`config.mk`:
```
export PLATFORM = sky130hd
export DESIGN_NAME = src_frame_ctrl
export DESIGN_NICKNAME = d
export VERILOG_FILES = /design/src/rtl/src_frame_ctrl.sv
export SDC_FILE = /design/constraint.sdc
export NUM_CORES = 1
export LEC_CHECK = 0
export BUFFER_PORTS_ARGS = -buffer_cell sky130_fd_sc_hd__clkbuf_2
export CORE_ASPECT_RATIO = 0.6
export CORE_MARGIN = 10
export CORE_UTILIZATION = 50
export CTS_CLUSTER_DIAMETER = 150
export CTS_CLUSTER_SIZE = 10
export DETAILED_ROUTE_END_ITERATION = 12
export HOLD_SLACK_MARGIN = 0.06
export PLACE_DENSITY = 0.7
export RECOVER_POWER = 50
export SYNTH_ARGS = -nofsm -noshare
export SYNTH_HDL_FRONTEND = slang
export SYNTH_SLANG_ARGS = --single-unit
```
`constraint.sdc`:
```
create_clock -name aclk -period 6 [get_ports aclk]
set_input_delay 0 -clock aclk [delete_from_list [all_inputs] [get_ports aclk]]
set_output_delay 0 -clock aclk [all_outputs]
set_load 0.01 [all_outputs]
```
`src/rtl/src_frame_ctrl.sv`:
```
// Frame controller: pulls preamble and payload bytes from an external source
// generator and streams them out through a 4-entry FIFO under a credit limit.
module src_frame_ctrl #(
  parameter int unsigned PRE_LEN = 4,
  parameter int unsigned PAY_LEN = 48,
  parameter int unsigned GAP_LEN = 2
) (
  input  logic        aclk,
  input  logic        reset,
  input  logic        start,
  input  logic        cont,
  output logic        src_ready,
  output logic        src_mode,
  input  logic [7:0]  src_data,
  input  logic        src_valid,
  output logic [7:0]  m_data,
  output logic        m_valid,
  output logic        m_last,
  input  logic        m_ready,
  output logic        busy,
  output logic [15:0] frame_cnt,
  output logic        err
);
  typedef enum logic [1:0] {IDLE, PRE, PAY, GAP} state_e;

  localparam logic [15:0] PRE_END = 16'(PRE_LEN - 1);
  localparam logic [15:0] PAY_END = 16'(PAY_LEN - 1);
  localparam logic [15:0] GAP_END = 16'(GAP_LEN - 1);
  localparam state_e      FIRST   = (PRE_LEN == 0) ? PAY : PRE;

  state_e      state_q;
  logic [15:0] cnt_q;
  logic [2:0]  fifo_cnt_q;
  logic [1:0]  wr_ptr_q, rd_ptr_q;
  logic [8:0]  mem_q [4];
  logic        inflight_q, infl_last_q;
  logic [15:0] frame_cnt_q;
  logic        err_q;

  logic       credit_ok, pull, pull_last, pop;
  logic [8:0] head;

  // Credit counts both stored bytes and the byte still on its way from the source.
  assign credit_ok = ({1'b0, fifo_cnt_q} + {3'b000, inflight_q}) < 4'd4;
  assign pull      = (state_q == PRE || state_q == PAY) && credit_ok;
  assign pull_last = pull && (state_q == PAY) && (cnt_q == PAY_END);
  assign head      = mem_q[rd_ptr_q];
  assign pop       = m_valid && m_ready;

  assign src_ready = pull;
  assign src_mode  = pull && (state_q == PRE);
  assign m_valid   = (fifo_cnt_q != 3'd0);
  assign m_data    = m_valid ? head[7:0] : 8'h00;
  assign m_last    = m_valid && head[8];
  assign busy      = (state_q != IDLE) || m_valid;
  assign frame_cnt = frame_cnt_q;
  assign err       = err_q;

  always_ff @(posedge aclk) begin
    if (reset) begin
      state_q <= IDLE;
      cnt_q   <= '0;
    end else begin
      case (state_q)
        IDLE: if (start) begin
          state_q <= FIRST;
          cnt_q   <= '0;
        end
        PRE: if (pull) begin
          if (cnt_q == PRE_END) begin
            state_q <= PAY;
            cnt_q   <= '0;
          end else begin
            cnt_q <= cnt_q + 16'd1;
          end
        end
        PAY: if (pull) begin
          if (pull_last) begin
            cnt_q <= '0;
            // With no gap the cont decision is taken on the final pull itself.
            if (GAP_LEN != 0) state_q <= GAP;
            else              state_q <= cont ? FIRST : IDLE;
          end else begin
            cnt_q <= cnt_q + 16'd1;
          end
        end
        GAP: begin
          if (cnt_q == GAP_END) begin
            state_q <= cont ? FIRST : IDLE;
            cnt_q   <= '0;
          end else begin
            cnt_q <= cnt_q + 16'd1;
          end
        end
        default: state_q <= IDLE;
      endcase
    end
  end

  always_ff @(posedge aclk) begin
    if (reset) begin
      inflight_q  <= 1'b0;
      infl_last_q <= 1'b0;
      wr_ptr_q    <= '0;
      rd_ptr_q    <= '0;
      fifo_cnt_q  <= '0;
      frame_cnt_q <= '0;
      err_q       <= 1'b0;
    end else begin
      inflight_q  <= pull;
      infl_last_q <= pull_last;
      if (inflight_q) begin
        mem_q[wr_ptr_q] <= {infl_last_q, src_data};
        wr_ptr_q        <= wr_ptr_q + 2'd1;
        if (!src_valid) err_q <= 1'b1;
      end
      if (pop) begin
        rd_ptr_q <= rd_ptr_q + 2'd1;
        if (head[8]) frame_cnt_q <= frame_cnt_q + 16'd1;
      end
      case ({inflight_q, pop})
        2'b10:   fifo_cnt_q <= fifo_cnt_q + 3'd1;
        2'b01:   fifo_cnt_q <= fifo_cnt_q - 3'd1;
        default: fifo_cnt_q <= fifo_cnt_q;
      endcase
    end
  end
endmodule

```
==> metrics list, run 1 <==
- The floorplan step defined a core boundary enclosing 7300 um2.
- Fmax: 0.391 GHz
- The finished cells cover 4440 um2.
- Number of synthesized register bits: 82
* Startpoint type of the worst setup path: flip-flop
* Worst setup startpoint: state_q[0]
- Worst clock skew on the final layout: 0.00605 ns
- Maximum VDD drop: 0.000141 V
* CTS Root Cell: sky130_fd_sc_hd__clkbuf_16
* Number of max-cap violations: 0
- Once detailed placement completed, the half-perimeter wirelength came to 5300 um.
- Global routing used 13.8% of the available tracks across all layers.
- Once the clock tree was built, the resizer swapped 0 gates to a different size.
* Slowest stage cell, crit path: sky130_fd_sc_hd__nor2b_1
- Measured against its own limit, the worst slew margin works out to 34.5%.
* Setup Crit Path Kind: flip-flop to flip-flop
- After the first detailed-routing iteration, the DRC count stood at 182.
* Initial antenna violation count: 0
- Part of the Yosys area used for sequential elements: 52.9%
* Vias post-DR: 2550
- DRT Wirelength: 7430 um
* Vias in the first global route: 2455
* Source of the worst register-to-register timing path: state_q[0]
* Period Utilization, post-route: 42.7%
- Dividing total power by cell area gives a power density of 391 nW/um2.
* Measured slew at the worst slew-check pin: 0.981 ns
* Stage delay of the slowest cell on the critical path: 0.79 ns
* Finish-stage setup viols: 0
- The run finished with clean final reports.
- Counting flops with a built-in enable in the synthesized netlist gives 36.
* Total negative setup slack: 0 ns
- Counting distinct cell types in the post-synthesis netlist gives 46.
- In the final routed layout, each cell accounts on average for 15.2 um.
* Class of the tightest hold or removal check: primary input to flip-flop
- The worst hold path begins at cont.
- The floorplan step defined a die boundary enclosing 11600 um2.
* Number of I/O pins: 44
- Htree depth: 3
- Drt first pass iters: 4
- FILL cells: 628
- The biggest area contributor in the post-synthesis netlist is sky130_fd_sc_hd__edfxtp_1.
* GRT overflow: 0
- Combined buffer and inverter count along the critical path: 1
- In this run the remaining antenna-violating nets after routing total 0.
- Global-route wire length before repair: 12600 um
- Synthesized instance count: 328
- Leakage power total: 0.00150 uW
- Maximum number of pins on one net before global-route repair: 32
- Setup repair after global routing missed its margin: false
- In this run the cell area of the synthesized design comes to 3780 um2.
* Crit Path Max Fanout: 16
- Number of nets produced by synthesis: 356
- Area contributors post-synth: sky130_fd_sc_hd__edfxtp_1, sky130_fd_sc_hd__dfxtp_1, sky130_fd_sc_hd__xnor2_1
* Share of the synthesized area in the top cell type: 28.6%
- Type of destination of the critical path: flip-flop
* Initial Utilization: 51.8%
- The area growth from synthesis to layout is 17.3%.
- Synth top cells by count: sky130_fd_sc_hd__dfxtp_1, sky130_fd_sc_hd__nor2_1, sky130_fd_sc_hd__edfxtp_1, sky130_fd_sc_hd__xnor2_1, sky130_fd_sc_hd__inv_1
- The clock period could shrink to 2.56 ns.
- Cell family contributing the most delay on the critical path: simple AND/OR/NAND/NOR gates
- Clock-pin slew on the worst setup and hold paths: 0.06 ns
- In this run the vertical extent of the chip is 87.4 um.
- Least setup slack across all paths after layout: 3.44 ns
* Number of buffers created by CTS: 9
- Counting along the longest clock path gives a buffer depth of 2.
- After synthesis, the mean cell area works out to 11.5 um2.
- In this run the horizontal extent of the chip is 132 um.
- Layout Nets: 407
- Antenna diode instance count: 0
* Number of I/O port buffers: 43
- Count of final hold-check violations: 0
- The count of pins over their slew limit is 0.
- In the synthesized netlist the dominant register cell turns out to be sky130_fd_sc_hd__dfxtp_1.
- Clock tree from TritonCTS: done
- The placed instances occupy a cell area of 4060 um2.
- Dividing the detail-routed via count by the number of cells gives 5.23.
* Count of buffers added by post-CTS timing repair for setup: 0
- The signal on the critical path passes through inv_1 -> ha_1 -> nor2b_1 -> nor2_1 -> a221o_2 -> a211oi_1.
* Warnings, synthesis: 0
* Crit path DAT: 2.81 ns
- CTS saw 82 sinks.
- Req. time, crit path: 6.25 ns
- FFs w/ async S/R, synth: 0%
- Insertion delay to the later sink of the worst-skew pair: 0.34 ns
* Final weighted congestion of routability-driven global placement: 0.873
- Fraction of layout cells with a size suffix above 1: 11.5%
- Core Rows: 24
- Worst slack, placed: 3.52 ns
* DRC violations left: 0
registers in the layout (all words and copies together) (netlist names), named ones only:
name,cells
mem_q,36
cnt_q,16
frame_cnt,16
fifo_cnt_q,3
rd_ptr_q,2
state_q,2
wr_ptr_q,2
err,1
infl_last_q,1
inflight_q,1
placed cells by master, fill, tap and decap left out, drive strengths merged, types with 6 or more instances in the layout:
| cell | count |
|---|---|
| nor2 | 46 |
| ha | 13 |
| dfxtp | 46 |
| xnor2 | 28 |
| nand4 | 10 |
| xor2 | 6 |
| edfxtp | 36 |
| nor3 | 11 |
| nor4 | 15 |
| nand3 | 10 |
| a21oi | 6 |
| nand2 | 14 |
| clkbuf | 53 |
| and2 | 14 |
| mux4 | 9 |
| inv | 21 |
| dlygate4sd3 | 9 |
tightest hold or removal path, cell delays in order:
cell and delay [ns]:
sky130_fd_sc_hd__clkbuf_2 0.09, sky130_fd_sc_hd__a211oi_1 0.07, sky130_fd_sc_hd__a31o_2 0.24, sky130_fd_sc_hd__a21oi_1 0.14
where the power goes:
part	internal, uW	switching, uW	leakage (uW)
Clock	366	215	0.000153
Combinational	185	283	0.000653
Sequential	630	54.6	0.000697
timing repair:
item	4_1_cts	5_1_grt
endpoints found under the hold margin	33	0
setup endpoints to repair	0	0
hold buffers	9	0
logic make-up (layout without fill, tap and decap cells):
family                   after synthesis  count (layout)  synth area share [%]
multiplexers                          11              11                  6.68
adder cells (fa/ha/maj)               14              14                  4.83
flip-flops                            82              82                  52.9
AO/OA/AOI/OAI                         20              20                  4.50
AND/OR/NAND/NOR                      135             135                  19.5
buffers and inverters                 32              88                  3.67
XOR/XNOR                              34              34                  7.88
layout make-up:
class	instances	area [um2]	share of cell area, %
clock buffer	10	229	5.16
clock inverter	6	90.1	2.03
inverter	20	75.1	1.69
multi-input combinational	214	1640	36.9
sequential	82	2000	45.1
tap	104	130	2.93
timing repair buffer	52	272	6.12
per-layer routing:
metal | track usage (%) | routed length, um
met1 | 19.1 | 3810
met3 | 6.62 | 605
met4 | 4.17 | 83
met2 | 18.3 | 2930
met5 | 0 | 0
final timing paths:
| kind | endpoint | slack (ns) | cells past startpoint |
|---|---|---|---|
| min | state_q[0] | 0.26 | 4 |
| min reg2reg | err | 0.47 | 2 |
| max reg2reg | cnt_q[1] | 3.44 | 6 |
| max | cnt_q[1] | 3.44 | 6 |
through the flow:
| stage | hold WS, ns | utilization, % | std cells | total power [uW] |
|---|---|---|---|---|
| 4_1_cts | 0.233 | 61.3 | 488 | 1760 |
| 3_5_place_dp | 0.221 | 55.7 | 463 | 1170 |
| 6_report | 0.258 | 60.8 | 488 | 1730 |
| 2_1_floorplan | 0.0989 | - | 328 | 1050 |
| 5_1_grt | 0.244 | 60.8 | 488 | 1850 |
| 3_3_place_gp | 0.220 | 55.7 | 463 | 1160 |
(Power assumes the default switching activity.)
==> inputs of run 2 (changes only) <==
PLACE_DENSITY = 0.73   (was 0.7)
clock period = 2.1 ns   (was 6 ns; I/O delays follow)
==> metrics list, run 2 (synthesis results as in run 1) <==
* Largest register FFs: 36 (unchanged)
- Req. time, crit path: 2.36 ns (was 6.25 ns)
- Leaving out fill and tap cells, the most frequent cell in the layout is sky130_fd_sc_hd__nor2_1.
- The type of element capturing the critical path was a flip-flop (unchanged).
* Fraction of layout cells with a size suffix above 1: 16.5% (was 11.5%)
- Critical-path cell list: o31a_1 -> ha_1 -> inv_1 -> fa_1 -> xor2_1 -> or3_1 -> a21oi_1 (was inv_1 -> ha_1 -> nor2b_1 -> nor2_1 -> a221o_2 -> a211oi_1).
- Core utilization of the finished layout: 62.6% (was 60.8%)
* Largest buffer count on any clock path: 2 (unchanged)
- The area of the die is 11600 um2 (unchanged).
- The global-route wire length before repair is 12500 um (was 12600 um).
- Drt first pass iters: 5 (was 4)
- Layout-stage area growth over the synthesis result: 20.9% (was 17.3%)
- Initial antenna violation count: 0 (unchanged)
- The signal arrival time at the worst endpoint came to 2.24 ns (was 2.81 ns).
- FILL cells: 594 (was 628)
- The worst hold-check path type was primary input to flip-flop (unchanged).
- Total negative setup slack: 0 ns (unchanged)
- The max-cap check violation count is 0 (unchanged).
- Area of all sequential standard cells: 2000 um2 (about the same)
- Core Rows: 24 (unchanged)
- The wire length per cell came to 14.8 um (was 15.2 um).
* DRT Wirelength: 7480 um (was 7430 um)
- GRT overflow: 0 (unchanged)
* Die width: 132 um (unchanged)
* Layout Nets: 423 (was 407)
* Number of I/O port buffers: 43 (unchanged)
* Overall fraction of global-route tracks in use: 13.5% (was 13.8%)
- Fmax: 0.507 GHz (was 0.391 GHz)
- CTS Root Cell: sky130_fd_sc_hd__clkbuf_16 (unchanged)
* Antenna diode instance count: 0 (unchanged)
- The kind of start point of the critical path is a flip-flop (unchanged).
- First DRT Iteration DRCs: 257 (was 182)
- Finish-stage setup viols: 0 (unchanged)
* Worst clock skew on the final layout: 0.00607 ns (was 0.00605 ns)
* Maximum number of pins on one net before global-route repair: 31 (was 32)
- The post-CTS setup repair buffer count came to 0 (unchanged).
- The number of CTS-inserted buffers is 9 (unchanged).
- Htree depth: 3 (unchanged)
* Placed wire-length estimate after detailed placement: 5400 um (was 5300 um)
* Count of final hold-check violations: 0 (unchanged)
* Clock-pin slew on the worst setup and hold paths: 0.06 ns (about the same)
- The clock tree from TritonCTS was done (unchanged).
- Leakage power total: 0.00158 uW (was 0.00150 uW)
- The top register by number of flip-flops is mem_q (unchanged).
- The count of pins over their slew limit was 0 (unchanged).
- Setup Crit Path Kind: flip-flop to flip-flop (unchanged)
* Final weighted congestion of routability-driven global placement: 0.837 (was 0.873)
- Setup repair after global routing missed its margin: false (unchanged).
- Commonest non-fill, non-tap cells in the layout: sky130_fd_sc_hd__nor2_1, sky130_fd_sc_hd__dfxtp_1, sky130_fd_sc_hd__edfxtp_1, sky130_fd_sc_hd__xnor2_1, sky130_fd_sc_hd__clkbuf_1 (unchanged)
* Slowest stage cell, crit path: sky130_fd_sc_hd__dfxtp_1 (was sky130_fd_sc_hd__nor2b_1)
- The total core area was 7300 um2 (unchanged).
- Insertion delay to the later sink of the worst-skew pair: 0.34 ns (about the same)
* Via density per instance: 5.19 (was 5.23)
* Power per unit of standard cell area: 1120 nW/um2 (was 391 nW/um2)
* Initial Utilization: 51.8% (unchanged)
- The final critical delay including setup and external delays was 1.97 ns (was 2.56 ns).
- Area occupied by multi-input gates: 1670 um2 (was 1640 um2)
- The cell area after layout was 4570 um2 (was 4440 um2).
- Measured slew at the worst slew-check pin: 0.458 ns (was 0.981 ns)
* Vias post-DR: 2617 (was 2550)
- Clock Sink Count: 82 (unchanged)
* Period Utilization, post-route: 94.0% (was 42.7%)
* Maximum VDD drop: 0.000694 V (was 0.000141 V)
* Number of I/O pins: 44 (unchanged)
* Relative slew slack: 69.5% (was 34.5%)
- Routed Antenna Nets: 0 (unchanged)
- Die Span Y: 87.4 um (unchanged)
- The instance area at placement was 4180 um2 (was 4060 um2).
* Stage delay of the slowest cell on the critical path: 0.46 ns (was 0.79 ns)
- The DRC violation count after routing is 0 (unchanged).
* Crit Path Max Fanout: 6 (was 16)
- Outcome: completed (unchanged).
- The via count of the first global-routing pass is 2496 (was 2455).
[run 2: area by class of cell]
class / instances / area share (%)
Inverter: 20 / 1.64
Multi-Input combinational cell: 214 / 36.5
Tap cell: 104 / 2.85
Clock buffer: 10 / 5.23
Clock inverter: 6 / 1.40
Timing Repair Buffer: 68 / 8.51
Sequential cell: 82 / 43.8
[run 2: routing by layer]
metal	part of all wire, %	up-vias	GRT usage, %
met5	0	-	0
met2	45	62	20.2
met4	0.15	0	2.98
met1	49	1242	17.8
li1	-	1309	-
met3	6.2	4	5.82
[run 2: final timing paths]
kind / start / end / slack [ns] / cells after the start
hold / removal: reset / inflight_q / 0.17 / 3
hold reg to reg: err / err / 0.48 / 2
setup / recovery: fifo_cnt_q[1] / fifo_cnt_q[2] / 0.13 / 7
setup reg to reg: fifo_cnt_q[1] / fifo_cnt_q[2] / 0.13 / 7
[run 2: stage by stage]
stage          total power, uW  setup WS [ns]  hold slack (ns)  cells
6_report                  5130          0.127            0.174    504
5_1_grt                   5450         0.0213            0.186    504
4_1_cts                   5140         0.0202            0.165    504
3_5_place_dp              3550         0.0122            0.229    479
3_3_place_gp              3500         0.0810            0.222    479
2_1_floorplan             2990          0.107           0.0989    328
[run 2: critical path: cells and delay by family (launching register included)]
family	cells	cell delay [ns]
adders and majority gates	2	0.57
AOI/OAI and AO/OA	2	0.34
DFF	1	0.46
xor gates and xnor gates	1	0.16
and+or+nand+nor	1	0.32
buffers and inverters	1	0.06
[run 2: power by group]
part           internal (uW)  total, uW  switching, uW  leakage (uW)
Combinational            732       1640            906      0.000739
Sequential              1800       1930            127      0.000698
Clock                    954       1570            612      0.000147
Total                   3490       5130           1640       0.00158
[run 2: what timing repair did]
item	CTS	global route
gates resized for setup	1	6
endpoints found under the hold margin	33	0
pin swaps	1	3
hold buffers	9	0
endpoints found under the setup margin	1	18
